--- src/rtl/spi_arb_pkg.sv ---
// Shared sizing defaults and FSM encoding for the SPI transmit arbiter.
package spi_arb_pkg;
    localparam int NUM_REQ = 4;
    localparam int DATA_W  = 12;
    localparam int TIMEOUT = 1023;
    localparam int ID_W    = $clog2(NUM_REQ);

    typedef enum logic [1:0] {
        IDLE = 2'd0,
        XFER = 2'd1,
        ACK  = 2'd2
    } state_t;
endpackage

--- src/rtl/spi_rr_picker.sv ---
// Rotating-priority encoder: first set req bit at or above ptr, wrapping.
module spi_rr_picker #(
    parameter int NUM_REQ = 4,
    parameter int ID_W    = 2
) (
    input  logic [NUM_REQ-1:0] req,
    input  logic [ID_W-1:0]    ptr,
    output logic               vld,
    output logic [ID_W-1:0]    idx
);
    int j;

    // Scan from farthest to nearest so the closest set bit to ptr wins.
    always_comb begin
        vld = 1'b0;
        idx = '0;
        j   = 0;
        for (int i = NUM_REQ - 1; i >= 0; i--) begin
            j = int'(ptr) + i;
            if (j >= NUM_REQ) j = j - NUM_REQ;
            if (req[j]) begin
                vld = 1'b1;
                idx = ID_W'(j);
            end
        end
    end
endmodule

--- src/rtl/spi_tx_arbiter.sv ---
// Round-robin arbiter sharing one SPI transmitter among NUM_REQ requesters,
// with spi_done edge detection and a per-transfer timeout abort.
module spi_tx_arbiter #(
    parameter int NUM_REQ = spi_arb_pkg::NUM_REQ,
    parameter int DATA_W  = spi_arb_pkg::DATA_W,
    parameter int TIMEOUT = spi_arb_pkg::TIMEOUT,
    parameter int ID_W    = $clog2(NUM_REQ)
) (
    input  logic                      clk,
    input  logic                      rst,
    input  logic [NUM_REQ-1:0]        req,
    input  logic [NUM_REQ*DATA_W-1:0] req_data,
    output logic [NUM_REQ-1:0]        ack,
    output logic [NUM_REQ-1:0]        grant,
    output logic                      busy,
    output logic                      err,
    output logic [ID_W-1:0]           err_id,
    output logic                      spi_start,
    output logic [DATA_W-1:0]         spi_din,
    input  logic                      spi_done
);
    import spi_arb_pkg::*;

    localparam int CNT_W = (TIMEOUT > 1) ? $clog2(TIMEOUT) : 1;
    localparam logic [CNT_W-1:0] CNT_LAST = CNT_W'(TIMEOUT - 1);

    state_t            state_q, state_d;
    logic [ID_W-1:0]   ptr_q, idx_q, pick_idx;
    logic [CNT_W-1:0]  cnt_q;
    logic              done_q, rise, pick_vld;
    logic              take, fin_ok, fin_to;

    spi_rr_picker #(.NUM_REQ(NUM_REQ), .ID_W(ID_W)) u_pick (
        .req (req),
        .ptr (ptr_q),
        .vld (pick_vld),
        .idx (pick_idx)
    );

    assign rise = spi_done & ~done_q;
    assign busy = (state_q != IDLE);

    always_comb begin
        state_d = state_q;
        take    = 1'b0;
        fin_ok  = 1'b0;
        fin_to  = 1'b0;
        case (state_q)
            IDLE: if (pick_vld) begin
                state_d = XFER;
                take    = 1'b1;
            end
            // A rise on the timeout cycle takes priority and counts as success.
            XFER: if (rise) begin
                state_d = ACK;
                fin_ok  = 1'b1;
            end else if (cnt_q == CNT_LAST) begin
                state_d = ACK;
                fin_to  = 1'b1;
            end
            ACK:     state_d = IDLE;
            default: state_d = IDLE;
        endcase
    end

    always_ff @(posedge clk or posedge rst) begin
        if (rst) begin
            state_q   <= IDLE;
            ptr_q     <= '0;
            idx_q     <= '0;
            cnt_q     <= '0;
            done_q    <= 1'b0;
            spi_start <= 1'b0;
            spi_din   <= '0;
            grant     <= '0;
            ack       <= '0;
            err       <= 1'b0;
            err_id    <= '0;
        end else begin
            state_q <= state_d;
            done_q  <= spi_done;
            ack     <= '0;
            err     <= 1'b0;
            if (take) begin
                idx_q     <= pick_idx;
                grant     <= NUM_REQ'(1) << pick_idx;
                spi_din   <= req_data[pick_idx*DATA_W +: DATA_W];
                cnt_q     <= '0;
                spi_start <= 1'b1;
            end else if (state_q == XFER) begin
                cnt_q <= cnt_q + 1'b1;
            end
            if (fin_ok || fin_to) begin
                spi_start <= 1'b0;
                grant     <= '0;
                ptr_q     <= (idx_q == ID_W'(NUM_REQ - 1)) ? '0 : idx_q + 1'b1;
            end
            if (fin_ok) ack <= NUM_REQ'(1) << idx_q;
            if (fin_to) begin
                err    <= 1'b1;
                err_id <= idx_q;
            end
        end
    end
endmodule

--- config.mk ---
export PLATFORM = sky130hd
export DESIGN_NAME = spi_tx_arbiter
export DESIGN_NICKNAME = d
export VERILOG_FILES = /design/src/rtl/spi_arb_pkg.sv /design/src/rtl/spi_rr_picker.sv /design/src/rtl/spi_tx_arbiter.sv
export SDC_FILE = /design/constraint.sdc
export NUM_CORES = 1
export LEC_CHECK = 0
export ABC_AREA = 0
export BUFFER_PORTS_ARGS = -buffer_cell sky130_fd_sc_hd__buf_2
export CAP_MARGIN = 20
export CORE_UTILIZATION = 46
export CTS_BUF_LIST = sky130_fd_sc_hd__clkbuf_4 sky130_fd_sc_hd__clkbuf_8
export DETAILED_ROUTE_END_ITERATION = 8
export PLACE_DENSITY_LB_ADDON = 0.05
export SYNTH_ARGS = -nofsm -noshare
export SYNTH_HDL_FRONTEND = slang
export SYNTH_HIERARCHICAL = 1
export SYNTH_SLANG_ARGS = --single-unit
--- constraint.sdc ---
create_clock -name clk -period 2.3 [get_ports clk]
set_input_delay 0.46 -clock clk [delete_from_list [all_inputs] [get_ports clk]]
set_output_delay 0.46 -clock clk [all_outputs]
set_load 0.02 [all_outputs]
==> impl_metrics.py, run 1 <==
metrics = {
    "clock_network": {
        "clkTransAtPathRegs_ns": 0.07,
        "clock_path_buffers": 2,
        "insertion_delay_ns": 0.29,
        "cts_setup_buffers": 0,
        "cts_max_level": 2,
        "hold_buffers": 0,
        "cts_resized": 0,
        "cts.sinks": 41,
        "clockRootBuffer": "clkbuf_8",
        "tritoncts": "yes",
        "cts_made_buffers": 5,
    },
    "cells_and_area": {
        "nets": 337,
        "drive_above_1_share_pct": 40.8,
        "fillers": 381,
        "mostFrequentLayoutCell": "buf_2",
        "seq_area_mm2": 0.00103,
        "areaGrowthSynthToFinish_pct": 29.1,
        "multiInputGateArea_mm2": 0.00102,
        "layout_common_cells": "79 x buf_2, 49 x nand2_1, 41 x dfrtp_1",
        "num_antenna_cells": 0,
    },
    "routing": {
        "wl_um": 4120,
        "ant_nets": 0,
        "viasPerCell": 5.14,
        "drtIter0Drc": 93,
        "avgRoutedWirePerCell_um": 12.5,
        "vias": 1692,
        "drc": 0,
        "firstDrtPassIters": 4,
    },
    "setup_path": {
        "crit_path_start_kind": "register",
        "r2r_setup_slack_ns": 0.43,
        "setup.worst_path.start": "ptr_q[1]",
        "r2r_start": "ptr_q[1]",
        "arrival_ns": 2.06,
        "crit_type": "register to register",
        "worstPathMaxFanout": 15,
        "critical_path_required_ns": 2.48,
        "end_kind": "register",
    },
    "flow_run": {
        "drv_cap": 0,
    },
    "die": {
        "core_mm2": 0.00438,
        "io_pins": 80,
        "rows": 24,
        "dieArea_mm2": 0.00484,
        "start_util_pct": 47.9,
        "chipWidth_um": 69.6,
        "die_h_um": 69.6,
    },
    "synth": {
        "netlist_area_mm2": 0.00210,
        "ys_seq_area_share_pct": 48.8,
        "yosysTopAreaCell": "dfrtp_1",
        "synthCells": 192,
        "ys_seq_elements": 41,
        "synthTopCellsByArea": "dfrtp_1 49%, mux4_2 13%, nand2_1 8.8%",
        "avgSynthCellArea_um2": 10.9,
        "synth_top_area_share_pct": 48.8,
        "syn_nets": 253,
        "synth_cell_types": 38,
        "yosys_warnings": 6,
    },
    "timing": {
        "setup_tns_ns": 0,
        "setup_violations": 0,
        "tightest_slew_ns": 0.705,
        "period_share_pct": 81.5,
        "rsz0062_at_grt": "no",
        "timing.final.ws_setup_ns": 0.426,
        "slew_headroom_pct": 53.0,
        "finalCriticalPeriod_ns": 1.87,
        "final-hold-violation-count": 0,
        "drv_slew": 0,
        "finalClockSkew_ns": 0.00475,
        "fmax_mhz": 533,
    },
    "global_routing": {
        "grtUsageTotal_pct": 19.4,
        "grt_overflow": 0,
        "grt_pass1_wl_um": 7380,
        "grt_pass1_vias": 1687,
        "antenna_found_initial": 0,
        "grt_max_degree": 42,
    },
    "placement": {
        "portBuffers": 79,
        "detailedPlace.worstSlack_ns": 0.333,
        "gp_congestion": 0.818,
        "post-dp-hpwl_um": 3050,
    },
    "power": {
        "ir_drop_uv": 495,
        "total_leakage_power_nw": 1.39,
        "powerDensity_mw_per_mm2": 1130,
    },
    "worst_hold_path": {
        "worstHoldPathType": "input port to async pin",
    },
    "outcome": {
        "status": "finished, final reports clean",
    },
}
## synth_stat cells
| cell type | number |
|---|---|
| a211oi_1 | 1 |
| a211oi_2 | 1 |
| a21oi_1 | 4 |
| a31oi_1 | 1 |
| a41oi_1 | 1 |
| and2_1 | 1 |
| and3_1 | 4 |
| buf_2 | 1 |
| clkbuf_1 | 6 |
| dfrtp_1 | 41 |
| ha_1 | 6 |
| inv_1 | 8 |
| mux2_1 | 2 |
| mux2_4 | 2 |
| mux2i_1 | 2 |
| mux4_2 | 12 |
| nand2_1 | 49 |
| nand2_4 | 1 |
| nand2b_1 | 2 |
| nand3_1 | 7 |
| nand3b_1 | 1 |
| nand4_1 | 1 |
| nand4_4 | 1 |
| nor2_1 | 11 |
| nor2_4 | 1 |
| nor2b_1 | 1 |
| nor2b_2 | 1 |
| nor3_1 | 2 |
| nor3b_1 | 1 |
| o211ai_1 | 3 |
| o21ai_0 | 5 |
| o31ai_1 | 4 |
| o32ai_1 | 3 |
| or2_1 | 1 |
| or2b_4 | 1 |
| or4_4 | 1 |
| xnor2_1 | 1 |
| xor2_1 | 1 |
## cell families after synthesis
| group | after synthesis | share of synthesized area (%) |
|---|---|---|
| adders and majority gates | 6 | 3.57 |
| DFF | 41 | 48.8 |
| muxes | 18 | 16.3 |
| xor gates and xnor gates | 2 | 0.834 |
| AOI/OAI and AO/OA | 23 | 7.56 |
| buffers and inverters | 15 | 2.74 |
| and+or+nand+nor | 87 | 20.1 |
## metrics by stage
| step | util (%) | hold slack (ns) | power (mW) | cell area, um^2 | cells |
|---|---|---|---|---|---|
| final | 61.8 | 0.280 | 3.06 | 2710 | 329 |
| after global routing | 61.8 | 0.275 | 3.33 | 2710 | 329 |
| after CTS | 61.8 | 0.277 | 3.10 | 2710 | 329 |
| after detailed placement | 59.1 | 0.458 | 2.49 | 2590 | 321 |
| after global placement | 59.1 | 0.456 | 2.47 | 2590 | 321 |
| after floorplan | - | 0.456 | 2.05 | 2100 | 192 |
## flip-flops by register name (all words and copies together) (netlist names)
| signal | cells |
|---|---|
| ack | 4 |
| cnt_q | 10 |
| done_q | 1 |
| err | 1 |
| err_id | 2 |
| grant | 4 |
| idx_q | 2 |
| ptr_q | 2 |
| spi_din | 12 |
| spi_start | 1 |
| state_q | 2 |
## final timing paths
kind,end,depth (start not counted)
max,spi_din[6],6
min,err_id[1],3
max reg2reg,spi_din[6],6
min reg2reg,spi_din[5],2
max in group asynchronous,spi_din[7],3
min in group clk,done_q,1
## per-layer routing
metal | vias up | part of all wire [%] | track usage, %
li1 | 839 | - | -
met1 | 792 | 42 | 22.4
met2 | 55 | 51 | 35.0
met3 | 6 | 5.3 | 4.94
met4 | 0 | 1.4 | 6.12
met5 | - | 0 | 0
## power breakdown
part	total, mW	switching (mW)	internal, mW
registers	1.12	0.170	0.945
clock network	0.597	0.232	0.365
logic	1.35	0.780	0.568
## critical path, cell delays in order (launching register included)
cell and delay [ns]:
dfrtp_1 0.44, mux2i_1 0.18, a211oi_4 0.29, buf_12 0.20, mux4_2 0.51, nand2_1 0.08, nand2_1 0.06
## layout make-up
cell class | count | share of cell area (%)
clock buffer | 7 | 3.32
timing repair buffer | 84 | 16.4
inverter | 8 | 1.11
clock inverter | 1 | 1.11
sequential | 41 | 37.8
tap | 52 | 2.40
multi-input combinational | 136 | 37.8
No activity file was read; power rests on OpenSTA's default activity.
==> run 2: changes to the inputs <==
Clock period 2.3 ns to 1.5 ns, I/O delays scaled along.
==> impl_metrics.py, run 2 (synthesis results as in run 1) <==
metrics = {
    "timing": {
        "timing.final.ws_setup_ns": -0.312,
        "fmax_mhz": 552,
        "period_share_pct": 121,
        "finalCriticalPeriod_ns": 1.81,
        "finalClockSkew_ns": 0.00419,
        "tightest_slew_ns": 0.251,
        "rsz0062_at_grt": "yes",
        "setup_violations": 21,
        "final-hold-violation-count": 0,
        "holdWs_ns": 0.0501,
        "slew_headroom_pct": 82.8,
        "setup_tns_ns": -4.63,
        "drv_slew": 0,
    },
    "setup_path": {
        "crit_path_start_kind": "register",
        "critPathMaxStageDelay_ns": 0.50,
        "arrival_ns": 2.00,
        "end_kind": "register",
        "critical_path_required_ns": 1.68,
        "crit_family": "multiplexers",
        "path_buf_inv": 1,
        "crit_top_cell": "nand2_1",
        "reg2regPathDepth": 6,
        "cp.depth": 6,
        "crit_chain": "mux2i_1, a211oi_4, buf_12, mux4_2, nand2_1, nand2_1",
        "worstPathMaxFanout": 13,
        "crit_type": "register to register",
        "critical-path-slowest-cell": "mux4_2",
    },
    "die": {
        "start_util_pct": 47.9,
        "die_h_um": 69.6,
        "core_mm2": 0.00438,
        "io_pins": 80,
        "dieArea_mm2": 0.00484,
        "chipWidth_um": 69.6,
        "rows": 24,
    },
    "cells_and_area": {
        "largest-register": "spi_din",
        "areaGrowthSynthToFinish_pct": 41.7,
        "layout_common_cells": "79 x buf_2, 49 x nand2_1, 40 x dfrtp_1",
        "finalNonFillerCells": 355,
        "final_util_pct": 67.9,
        "nets": 363,
        "mostFrequentLayoutCell": "buf_2",
        "fillers": 365,
        "num_antenna_cells": 0,
        "largest_reg_flops": 12,
        "drive_above_1_share_pct": 51.5,
        "largestRegisters": "spi_din (12), cnt_q (10)",
        "design_area_mm2": 0.00298,
    },
    "clock_network": {
        "clkTransAtPathRegs_ns": 0.08,
        "cts.sinks": 41,
        "clock_path_buffers": 2,
        "insertion_delay_ns": 0.29,
        "clockRootBuffer": "clkbuf_8",
        "cts_made_buffers": 5,
        "cts_max_level": 2,
        "tritoncts": "yes",
    },
    "placement": {
        "post-dp-hpwl_um": 3530,
        "placed_area_mm2": 0.00281,
        "detailedPlace.worstSlack_ns": -0.312,
        "portBuffers": 79,
        "gp_congestion": 0.738,
        "dp.cells": 346,
    },
    "routing": {
        "firstDrtPassIters": 4,
        "viasPerCell": 5.06,
        "vias": 1797,
        "ant_nets": 0,
        "drc": 0,
        "avgRoutedWirePerCell_um": 13.0,
        "drtIter0Drc": 39,
        "wl_um": 4620,
    },
    "global_routing": {
        "grt_max_degree": 42,
        "grt_pass1_vias": 1920,
        "antenna_found_initial": 0,
        "grt_pass1_wl_um": 8040,
        "grtUsageTotal_pct": 21.4,
        "grt_overflow": 0,
    },
    "power": {
        "powerDensity_mw_per_mm2": 1680,
        "total_leakage_power_nw": 1.53,
        "fin_total_pwr_mw": 5.01,
        "ir_drop_uv": 838,
    },
    "flow_run": {
        "drv_cap": 0,
    },
    "outcome": {
        "status": "complete, but fails checks",
        "violations": "setup timing",
    },
    "worst_hold_path": {
        "worstHoldPathType": "input port to async pin",
    },
}
run 2: area by class of cell:
class	instances	area [um^2]	area share [%]
multi-input combinational	136	1090	36.8
sequential	41	1030	34.5
timing repair buffer	110	673	22.6
clock buffer	6	76.3	2.56
tap	52	65.1	2.19
inverter	8	30.0	1.01
clock inverter	2	10.0	0.336
run 2: timing repair:
action                     4_1_cts  5_1_grt
hold buffers                     0        0
pin swaps                        4        0
buffers inserted                 0        1
setup endpoints to repair       22       27
gates resized for setup         10        9
run 2: path summary, 6_finish.rpt:
check	start	to	slack, ns
worst max-delay path	ptr_q[1]	spi_din[4]	-0.31
worst min-delay path	rst	spi_start	0.05
worst max register to register	ptr_q[1]	spi_din[4]	-0.31
worst min register to register	spi_din[3]	spi_din[3]	0.47
max in group asynchronous	rst	spi_din[11]	1.25
min in group clk	spi_done	done_q	0.12
run 2: worst register-to-register path: cells and delay by family, from the launching register on:
family / cells / cell delay [ns]
compound gates: 1 / 0.27
buf+inv: 1 / 0.20
flops: 1 / 0.42
mux: 2 / 0.67
simple gates: 2 / 0.15
run 2: metal layers:
layer  up-vias  wire length [um]  GRT usage (%)  part of all wire [%]
met2        60              2400           39.5                    52
met3         9               242           5.38                   5.2
li1        892                 -              -                     -
met5         -                 0              0                     0
met4         0                80           8.62                   1.7
met1       836              1890           23.3                    41
run 2: report_power, final:
| part | internal, mW | total, mW | switching, mW | leakage [nW] |
|---|---|---|---|---|
| logic | 1.23 | 2.63 | 1.40 | 0.954 |
| clock network | 0.340 | 0.708 | 0.368 | 0.0484 |
| registers | 1.45 | 1.67 | 0.215 | 0.528 |
